--- src/rtl/usart_pkg.sv ---
// Shared constants for the USART baud/oversample tick generator.
// The fractional-divisor width is only used when USART_BAUD_FRAC_EN is defined.
package usart_pkg;

  localparam int USART_OVERSAMPLE      = 16;
  localparam int USART_DIV_WIDTH       = 32;
  localparam int OS_CNT_WIDTH          = $clog2(USART_OVERSAMPLE);
  localparam int USART_BAUD_FRAC_WIDTH = 4;

endpackage

--- src/rtl/usart_baud_gen_cmp.sv ---
// Unsigned magnitude comparator: equal/greater/lower of data_0_i against data_1_i.
module usart_baud_gen_cmp #(
  parameter int WIDTH = 32
) (
  input  logic [WIDTH-1:0] data_0_i,
  input  logic [WIDTH-1:0] data_1_i,
  output logic             equal_o,
  output logic             greater_o,
  output logic             lower_o
);

  assign equal_o   = (data_0_i == data_1_i);
  assign greater_o = (data_0_i >  data_1_i);
  assign lower_o   = (data_0_i <  data_1_i);

endmodule

--- src/rtl/usart_baud_gen.sv ---
// Baud/oversample tick generator: sample, bit and mid-bit enables for the USART engines.
// Optional fractional divisor (frac_i, 1/16 units) enabled by defining USART_BAUD_FRAC_EN.
module usart_baud_gen
  import usart_pkg::*;
#(
  parameter int DATA_WIDTH      = USART_DIV_WIDTH,
  parameter int OVERSAMPLE      = USART_OVERSAMPLE,
  parameter int DEFAULT_DIVISOR = 1
) (
  input  logic                             clk_i,
  input  logic                             rst_i,
  input  logic                             en_i,
  input  logic [DATA_WIDTH-1:0]            divisor_i,
  input  logic                             divisor_load_i,
  input  logic                             sync_i,
`ifdef USART_BAUD_FRAC_EN
  input  logic [USART_BAUD_FRAC_WIDTH-1:0] frac_i,
`endif
  output logic                             sample_tick_o,
  output logic                             bit_tick_o,
  output logic                             mid_tick_o
);

  localparam int                    OS_W    = $clog2(OVERSAMPLE);
  localparam logic [DATA_WIDTH-1:0] DIV_RST = (DEFAULT_DIVISOR > 1) ?
                                              DATA_WIDTH'(DEFAULT_DIVISOR) : DATA_WIDTH'(1);
  localparam logic [OS_W-1:0]       OS_LAST = OS_W'(OVERSAMPLE - 1);
  localparam logic [OS_W-1:0]       OS_MID  = OS_W'(OVERSAMPLE / 2 - 1);

  logic [DATA_WIDTH-1:0] r_div;
  logic [DATA_WIDTH-1:0] r_cnt;
  logic [OS_W-1:0]       r_os_cnt;
  logic [DATA_WIDTH-1:0] w_div_clamped;
  logic [DATA_WIDTH-1:0] w_term_cnt;
  logic                  w_term;
  logic                  w_greater;
  logic                  w_lower;
  logic                  w_unused_cmp;

  assign w_div_clamped = (divisor_i > DATA_WIDTH'(1)) ? divisor_i : DATA_WIDTH'(1);

`ifdef USART_BAUD_FRAC_EN
  logic [USART_BAUD_FRAC_WIDTH-1:0] r_acc;
  logic                             r_extra;
  logic [USART_BAUD_FRAC_WIDTH:0]   w_acc_sum;

  // A carry out of the accumulator stretches the following period by one clock.
  assign w_acc_sum  = {1'b0, r_acc} + {1'b0, frac_i};
  assign w_term_cnt = r_div - DATA_WIDTH'(1) + {{(DATA_WIDTH-1){1'b0}}, r_extra};

  always_ff @(posedge clk_i) begin
    if (rst_i || divisor_load_i || sync_i) begin
      r_acc   <= '0;
      r_extra <= 1'b0;
    end else if (sample_tick_o) begin
      {r_extra, r_acc} <= w_acc_sum;
    end
  end
`else
  assign w_term_cnt = r_div - DATA_WIDTH'(1);
`endif

  usart_baud_gen_cmp #(
    .WIDTH(DATA_WIDTH)
  ) u_cmp (
    .data_0_i (r_cnt),
    .data_1_i (w_term_cnt),
    .equal_o  (w_term),
    .greater_o(w_greater),
    .lower_o  (w_lower)
  );

  assign w_unused_cmp = w_greater ^ w_lower;

  // Strobe cycles swallow any coincident terminal count.
  assign sample_tick_o = en_i & w_term & ~sync_i & ~divisor_load_i & ~rst_i;
  assign bit_tick_o    = sample_tick_o & (r_os_cnt == OS_LAST);
  assign mid_tick_o    = sample_tick_o & (r_os_cnt == OS_MID);

  always_ff @(posedge clk_i) begin
    if (rst_i) begin
      r_div    <= DIV_RST;
      r_cnt    <= '0;
      r_os_cnt <= '0;
    end else if (divisor_load_i) begin
      r_div    <= w_div_clamped;
      r_cnt    <= '0;
      r_os_cnt <= '0;
    end else if (sync_i) begin
      r_cnt    <= '0;
      r_os_cnt <= '0;
    end else if (en_i) begin
      if (sample_tick_o) begin
        r_cnt    <= '0;
        r_os_cnt <= r_os_cnt + OS_W'(1);
      end else begin
        r_cnt    <= r_cnt + DATA_WIDTH'(1);
      end
    end
  end

endmodule

--- config.mk ---
export PLATFORM = sky130hd
export DESIGN_NAME = usart_baud_gen
export DESIGN_NICKNAME = d
export VERILOG_FILES = /design/src/rtl/usart_pkg.sv /design/src/rtl/usart_baud_gen_cmp.sv /design/src/rtl/usart_baud_gen.sv
export SDC_FILE = /design/constraint.sdc
export NUM_CORES = 1
export LEC_CHECK = 0
export CELL_PAD_IN_SITES_DETAIL_PLACEMENT = 1
export CELL_PAD_IN_SITES_GLOBAL_PLACEMENT = 2
export CORE_UTILIZATION = 35
export CTS_BUF_LIST = sky130_fd_sc_hd__clkbuf_16
export CTS_CLUSTER_SIZE = 14
export DETAILED_ROUTE_END_ITERATION = 10
export GPL_TIMING_DRIVEN = 0
export HOLD_SLACK_MARGIN = 0.03
export PLACE_DENSITY = 0.86
export SLEW_MARGIN = 20
export SYNTH_ARGS = -nofsm -noshare
export SYNTH_HDL_FRONTEND = slang
export SYNTH_SLANG_ARGS = --single-unit
--- constraint.sdc ---
create_clock -name clk_i -period 3.9 [get_ports clk_i]
set_input_delay 0.78 -clock clk_i [delete_from_list [all_inputs] [get_ports clk_i]]
set_output_delay 0.78 -clock clk_i [all_outputs]
set_load 0.02 [all_outputs]
==> reports/metrics.json <==
{
  "setup_path": {
    "cp-end-kind": "primary output",
    "launching_element_type_of_the_critical_path": "flop",
    "worstSetupPathType": "reg -> out",
    "cp_cell_sequence": "buf_6, or4_4, nor4b_4, xnor2_1, nor3_2, o211ai_1, nor4_4, nand2_2, nor4_2, buf_2",
    "timing.critical_path.required_ps": 3120,
    "worst-endpoint-arrival_ps": 3150,
    "cp_slowest_cell": "or4_4",
    "critical_path.max_stage_delay_ps": 570,
    "cp_max_fo": 8
  },
  "floorplan": {
    "start_util_pct": 36.4,
    "rows": 39,
    "dieWidth_microns": 112,
    "core_area_sq_um": 11600,
    "io_pins": 40,
    "die-area_sq_um": 12500,
    "height_of_the_chip_microns": 112
  },
  "route": {
    "route.detailed.wl_per_inst_microns": 18.1,
    "routed_wl_mm": 12.7,
    "vias": 3820,
    "drt_iter0_drc": 160,
    "drtAntennaViolNets": 0,
    "drtPass1Iterations": 7,
    "viasPerCell": 5.42,
    "drc": 4
  },
  "sta": {
    "max-slew-margin-rel_pct": 45.0,
    "final-hold-violation-count": 0,
    "setup_violations": 1,
    "hold_slack_ps": 505,
    "tns_ps": -31.7,
    "fin_worst_skew_ps": 5.92,
    "grt_setup_unrepaired": "yes",
    "worst_slew_pin_slew_ps": 825,
    "final_period_utilization_pct": 101,
    "least_setup_slack_across_all_paths_after_layout_ps": -31.7,
    "finalCriticalPeriod_ps": 3930,
    "fmaxAchievable_mhz": 254,
    "number_of_pins_with_negative_max_slew_slack_in_the_final_report": 0
  },
  "placed_design": {
    "numPortBuffers": 38,
    "placement.cell_area_sq_um": 4780,
    "globalplace.congestion": 0.824,
    "detailedPlacementHpwl_mm": 9.38
  },
  "synthesis": {
    "syn-instance-count": 497,
    "synth_enable_flop_cells": 0,
    "synth_area_in_xor_xnor_pct": 14.4,
    "post_synth_instance_area_sq_um": 4200,
    "ys_ff_latch": 68,
    "ys.warnings.count": 0,
    "synth-seq-area-share_pct": 32.4,
    "synth_simple_gate_area_share_pct": 30.9,
    "synthAdderAreaFrac_pct": 0.893,
    "yosysUniqueCellTypes": 59,
    "synth.avg_cell_area_sq_um": 8.46,
    "asyncSetResetFlopFracSynth_pct": 0,
    "mappedNetlistNets": 537,
    "synth_top_family_by_area": "simple AND/OR/NAND/NOR gates",
    "post_synth_mux_area_share_pct": 9.32,
    "synthesized_area_fraction_occupied_by_ao_oa_aoi_and_oai_cells_pct": 8.69,
    "synth_ff_type": "dfxtp_1"
  },
  "layout": {
    "area_growth_from_synthesis_to_layout_pct": 25.7,
    "layout-drive-gt1-share_pct": 14.4,
    "highest_count_cells_in_the_layout_ignoring_fill_and_taps": "nor2_1 (82), dfxtp_1 (63), mux2i_1 (38), xor2_1 (38), clkdlybuf4s50_1 (35)",
    "mostFrequentLayoutCell": "nor2_1",
    "n_antenna_cell": 0,
    "nets": 597,
    "post-route-cell-area_sq_um": 5290
  },
  "clocking": {
    "clock_sink_count": 68,
    "clkSlewWorstSetupHoldPaths_ps": 50,
    "cts_tree": "done",
    "clock_tree.root_cell": "clkbuf_16",
    "worst_skew_pair.late_latency_ps": 350,
    "htreeDepth": 3,
    "cts_made_buffers": 9,
    "max-clock-path-buffers": 2
  },
  "global_routing": {
    "globalRoute.totalOverflow": 0,
    "grt_max_degree": 12,
    "global_route_wire_length_before_repair_mm": 20.9,
    "antenna_found_initial": 0,
    "grt_pass1_vias": 4044,
    "gr-usage-all-layers_pct": 21.7
  },
  "min_path": {
    "hp-class": "reg -> reg"
  },
  "pwr": {
    "power.ir.vdd_worst_uv": 225,
    "power_per_cell_area_nw_per_um2": 351,
    "power.leakage_nw": 1.93
  },
  "run_status": {
    "failed_checks": "DRC, setup timing",
    "outcome": "complete, but fails checks"
  },
  "run": {
    "drv.max_cap_violation_count": 0
  }
}
==> registers in the layout, indices dropped and copies added (netlist names) <==
register,cells
r_cnt,32
r_div,32
r_os_cnt,4
==> routing by layer <==
layer	GRT usage, %	share of wire, %	vias to the layer above
li1	-	-	1880
met1	25.1	44	1872
met2	38.9	52	50
met3	3.97	2.5	18
met4	9.55	2.3	0
met5	0	0	-
==> power by group <==
group	internal, W	total, W	switching, W
combinational	0.000147	0.000309	0.000162
sequential	0.000715	0.000748	0.0000333
clock	0.000484	0.000798	0.000314
==> metrics by stage <==
stage	utilization [%]	total power, W	worst slack [ps]	std cells
2_1_floorplan	-	0.000931	64.0	497
3_3_place_gp	41.2	0.00102	-995	678
3_5_place_dp	41.3	0.00103	-656	678
4_1_cts	45.4	0.00186	-10.2	703
5_1_grt	45.7	0.00193	-143	705
6_report	45.7	0.00185	-31.7	705
==> logic make-up after synthesis <==
kind of cell,count (synthesis)
adders and majority gates,3
and+or+nand+nor,236
xor gates and xnor gates,69
DFF,68
muxes,39
AOI/OAI and AO/OA,50
buffers and inverters,32
==> worst paths after layout <==
path	from	to	slack, ps	cells past startpoint
setup / recovery	r_div[23]	bit_tick_o	-30	10
hold / removal	r_os_cnt[2]	r_os_cnt[2]	500	2
setup reg to reg	r_div[1]	r_cnt[19]	250	12
hold reg to reg	r_os_cnt[2]	r_os_cnt[2]	500	2
==> cell type report <==
class | count | area, sq um
clock inverters | 7 | 57.6
inverters | 6 | 22.5
well taps | 143 | 179
clock buffers | 9 | 225
fillers | 1378 | 6280
multi-input cells | 397 | 2840
flip-flops and latches | 68 | 1380
plain buffers | 22 | 106
repair buffers | 53 | 480
==> worst max-delay path, delay by kind of cell, from the launching register on <==
kind                   cells  cell delay (ps)
XOR/XNOR                   1              130
AND/OR/NAND/NOR            6             1860
buffers and inverters      2              330
AO/OA/AOI/OAI              1              180
flip-flops                 1              300
==> cell usage after synthesis (all sizes together) (9+ instances only) <==
cell / number / area share, %
nor2: 83 / 7.4
dfxtp: 68 / 32
mux2i: 38 / 9.0
xor2: 38 / 7.9
xnor2: 31 / 6.5
nand2: 25 / 2.2
nor4: 23 / 3.7
nand3: 20 / 2.4
a21oi: 16 / 1.9
clkbuf: 14 / 1.2
nand4: 14 / 2.1
and3: 12 / 1.8
buf: 12 / 1.7
nor3: 12 / 2.4
o21ai: 9 / 1.1
==> timing repair <==
action,in CTS,in global routing
setup endpoints to repair,3,3
buffers inserted,12,3
pin swaps,18,11
endpoints found under the hold margin,0,0
hold buffers,0,0
gates resized for setup,37,9
Note: power is estimated with default switching activity, not from simulation.
